**src/rtl/requantize_9bit_core.sv**
```systemverilog
// Requantizes SIZE packed signed 9-bit pixels to saturated int8 with a power-of-two scale and one output register.
// Optional macro REQUANTIZE_ROUND_EN selects round-half-up instead of floor for right shifts.
module requantize_9bit_core #(
  parameter int SHIFT = 1,
  parameter int SIZE  = 4
) (
  input  logic                clock,
  input  logic                reset,
  input  logic [9*SIZE-1:0]   pixel_in,
  output logic [8*SIZE-1:0]   pixel_out
);

  localparam int ABS_SHIFT = (SHIFT < 0) ? -SHIFT : SHIFT;
  localparam int RB_SHIFT  = (ABS_SHIFT > 0) ? ABS_SHIFT - 1 : 0;
  localparam logic signed [17:0] SAT_MAX = 18'sd127;
  localparam logic signed [17:0] SAT_MIN = -18'sd128;

`ifdef REQUANTIZE_ROUND_EN
  // Half an output LSB is added ahead of the right shift, giving round-half-up.
  localparam logic signed [17:0] ROUND_BIAS = (SHIFT < 0) ? (18'sd1 <<< RB_SHIFT) : 18'sd0;
`else
  localparam logic signed [17:0] ROUND_BIAS = 18'sd0;
`endif

  logic [8*SIZE-1:0] requant_s;

  // Scales one lane; the 18-bit width holds the largest left shift without overflow.
  function automatic logic [7:0] requant_lane(input logic [8:0] px);
    logic signed [17:0] ext_s;
    logic signed [17:0] scaled_s;
    ext_s = $signed({{9{px[8]}}, px});
    if (SHIFT > 0) begin
      scaled_s = ext_s <<< ABS_SHIFT;
    end else if (SHIFT < 0) begin
      scaled_s = (ext_s + ROUND_BIAS) >>> ABS_SHIFT;
    end else begin
      scaled_s = ext_s;
    end
    if (scaled_s > SAT_MAX) begin
      requant_lane = 8'h7F;
    end else if (scaled_s < SAT_MIN) begin
      requant_lane = 8'h80;
    end else begin
      requant_lane = scaled_s[7:0];
    end
  endfunction

  // Per-lane combinational requantization.
  always_comb begin
    requant_s = {(8*SIZE){1'b0}};
    for (int k = 0; k < SIZE; k++) begin
      requant_s[8*k +: 8] = requant_lane(pixel_in[9*k +: 9]);
    end
  end

  // Output register; reset overrides the datapath.
  always_ff @(posedge clock) begin
    if (reset) begin
      pixel_out <= {(8*SIZE){1'b0}};
    end else begin
      pixel_out <= requant_s;
    end
  end

endmodule

```
**config.mk**
```make
export PLATFORM = sky130hd
export DESIGN_NAME = requantize_9bit_core
export DESIGN_NICKNAME = d
export VERILOG_FILES = /design/src/rtl/requantize_9bit_core.sv
export SDC_FILE = /design/constraint.sdc
export NUM_CORES = 1
export LEC_CHECK = 0
export CAP_MARGIN = 20
export CORE_ASPECT_RATIO = 1.25
export CORE_MARGIN = 8
export CORE_UTILIZATION = 42
export DETAILED_ROUTE_END_ITERATION = 10
export HOLD_SLACK_MARGIN = 0.05
export PLACE_DENSITY = 0.85
export SKIP_CTS_REPAIR_TIMING = 1
export SLEW_MARGIN = 15
export SYNTH_ARGS = -nofsm -noshare
export SYNTH_HDL_FRONTEND = slang
export SYNTH_SLANG_ARGS = --single-unit
```
**constraint.sdc**
```tcl
create_clock -name clock -period 2.1 [get_ports clock]
set_input_delay 0.315 -clock clock [delete_from_list [all_inputs] [get_ports clock]]
set_output_delay 0.315 -clock clock [all_outputs]
set_load 0.005 [all_outputs]
```
Word level (Yosys, flattened, before mapping). Cells that the tools add are included.

Register bits after elaboration: 32. Bits of input ports: 38. Output and inout bits: 32. Word-level logic and storage cells: 25.

Order comparisons: 8. Mux-type cells: 8. Reductions and logical operators: 4.

Operator list (number): 10-bit by 8-bit greater-than comparator with 1-bit output (second input constant) (4); 10-bit by 8-bit < comparator with 1-bit output (second input constant) (4); 8-bit two-way mux (4); 7-bit two-way mux (4); 2-bit OR reduction (4).

Logic depth before layout (Yosys ltp).
Word-level depth: 3. Gate-level depth with buffers: 3. Gate-level depth less buffers: 2.

Worst setup path after synthesis. OpenSTA, ideal clock, no wires.

Kind: input to register. Start point: input port reset. End point: register pixel_out[28]. Setup time: 92 ps. Data arrival time: 772 ps. Required time: 2008 ps. Path slack: 1235 ps. Cell stages on the path: 3. Buffers on the path: 2. Cell sequence: buf_6 > buf_6 > o32ai_1.

RTL lines: from (decl) (line 8) `input logic reset,`; to (signal assigned) (line 59) `pixel_out <= {(8*SIZE){1'b0}};`; to (signal assigned) (line 61) `pixel_out <= requant_s;`; to (decl) (line 10) `output logic [8*SIZE-1:0] pixel_out`.

No word-level cell between the ends.

Final worst setup path.
Start point: register pixel_out[17]. End point: output port pixel_out[17].

No word-level cell between the ends.

==> impl_results.md <==
* Outcome: completed
* Crit path kind: reg2out
* Switching share of total power at 22.5%
* P_sw at 0.000328 W
* Synth top area share at 48.2%
* Commonest non-fill, non-tap cell in the layout: clkdlybuf4s50_1
* Yosys warnings at 0
* Dominant cell type by area after synthesis: dfxtp_1
* Flops & latches, synth at 32
* Final setup violating endpoints at 0
* Reg clk slew, reported paths at 60 ps
* Vias in the first global route at 1262
* Crit-path leading delay family: buffers and inverters
* Relative slew slack at 70.5%
* First-pass GRT wire length at between 6 and 7 mm
* Hold Path Class: in2reg
* Crit share post-route at 67.6%
* CTS Buf Count at 5
* CTS tree: built
* DRC at 0
* Post-synthesis sequential area ratio at between 40% and 50%
* Combinational power share at 20.1%
* Initial core utilization at 42.8%
* PortBufs at 69
* HPWL after DPL at 2.90 mm
* Root Buffer: clkbuf_8
* Maximum vdd drop at between 0.4 and 0.5 mV
* 1st-iter DRT viols at 72
* Die H at 78.9 um
* Crit path cell chain: clkdlybuf4s50_1
* Pwr/cell area at 706 mW/mm^2
* Clk pwr share at 34.1%
* DIE AREA at 0.00523 sq mm
* Synth cell types at 10
* Compound-gate portion of the synthesized area at 29.4%
* DRT Pass-1 Iters at 4
* Fin Setup TNS at 0 ps
* Max-cap check violation count at 0
* Register with the most flip-flops: pixel_out
* Initial antenna violation count at 0
* Total GRT Usage at 14.8%
* CP startpoint kind: flip-flop
* Detail Route Antenna Nets at 0
* Critical path fanouts, max at 1
* Via count at 1252
* FMAX at 0.704 GHz
* Non-Filler Instances at 235
* Worst Setup End Kind: primary output
* Sink Count at 32
* H-tree Lvls at 2
* Ant. Diodes at 0
* Worst path max stage delay at about 500 ps
* Deepest clock path buffer count at 2
* Synth-to-Final Area Change at 55.4%
* Cell leakage power at 0.765 nW
* Layout cells sized above 1 at roughly 6.6%
* Synth Area in XOR/XNOR at 0%
* Flop pwr share at 45.8%
* GPL Wtd Cong at 0.831
* Cells after Synth at 132
* WP buf/inv at 1
* Core Region at 0.00311 sq mm
* Int Pwr at between 0.001 and 0.0015 W
* Placed Cells at 228
* Largest family of logic cells by synthesized area: compound AO/OA/AOI/OAI gates
* Syn avg cell area at roughly 10 sq um
* Max reg flops at 32
* Final Max Tran Viols at 0
* Final nets at 236
* CP Data Required Time at roughly 1800 ps
* Syn Std Cell Area at around 0.0013 sq mm
* Mux cell area share after synthesis at 0%
* Final Hold Viols at 0
* Ports at 70
* Largest regs: pixel_out x32
* Worst Path Arrival at around 1100 ps
* Synth Area in Adders at 0%
* DR vias/cell at 5.33
* Drt total wl at 3.87 mm
* RSZ-0062 raised after global routing: false
* Slowest CP cell: clkdlybuf4s50_1
* Synth Area in Simple Gates at ~14%
* Worst-Margin Slew at 441 ps
* Rows at 23
* Routed len/inst at approximately 16 um
* Tmin final at 1420 ps
* DIE WIDTH at ~66 um
* Largest net degree at the start of global routing at 31
* Main area contributors after synthesis: dfxtp_1 (48%), o32ai_1 (16%), a21boi_0 (14%)
* Grt ovf at 0
* Most frequent cells in the layout: clkdlybuf4s50_1 (69), dfxtp_1 (32), nor2_1 (28)
* Synthesized Nets at 170
[power by group through the flow]
| stage | Sequential (W) | Combinational, W | Clock, W |
|---|---|---|---|
| floorplan | 0.000687 | 0.000108 | 0 |
| CTS | 0.000669 | 0.000295 | 0.000507 |
| detailed placement | 0.000682 | 0.000292 | 0 |
| global route | 0.000672 | 0.000316 | 0.000539 |
| global placement | 0.000682 | 0.000282 | 0 |
| finish | 0.000668 | 0.000292 | 0.000497 |
[cells in the mapped netlist]
master,instances
buf_4,8
buf_6,2
nand2b_1,4
buf_8,2
a21boi_0,24
dfxtp_1,32
o32ai_1,24
nor3_1,4
and2b_2,4
nor2_1,28
[cell type report]
type | instances | area, sq um
repair buffers | 71 | 706
flip-flops and latches | 32 | 641
well taps | 37 | 46.3
fillers | 268 | 1040
clock buffers | 7 | 96.3
multi-input cells | 88 | 576
[path summary, 6_finish.rpt]
path / from / to / depth (start not counted)
worst max-delay path: pixel_out[17] / pixel_out[17] / 1
worst min-delay path: pixel_in[18] / pixel_out[17] / 3
[per-stage QoR]
step	hold WS (ps)	total power, W	cell area (sq um)	worst slack, ps	util (%)
3_3_place_gp	938	0.000964	1970	545	63.3
5_1_grt	666	0.00153	2060	616	66.4
3_5_place_dp	950	0.000974	1970	504	63.3
6_report	661	0.00146	2060	679	66.4
2_1_floorplan	486	0.000794	1330	1240	-
4_1_cts	652	0.00147	2060	662	66.4
[per-layer routing]
| metal | vias up | GRT usage, % | wire length, um |
|---|---|---|---|
| met5 | - | 0 | 0 |
| met3 | 7 | 5.20 | 266 |
| met1 | 573 | 14.3 | 1480 |
| met2 | 50 | 27.3 | 2070 |
| li1 | 622 | - | - |
| met4 | 0 | 5.78 | 61 |
[cell families after synthesis]
logic type | count (synthesis)
flip-flops | 32
AO/OA/AOI/OAI | 48
AND/OR/NAND/NOR | 40
buffers and inverters | 12
Power figures use the tool's default switching activity.
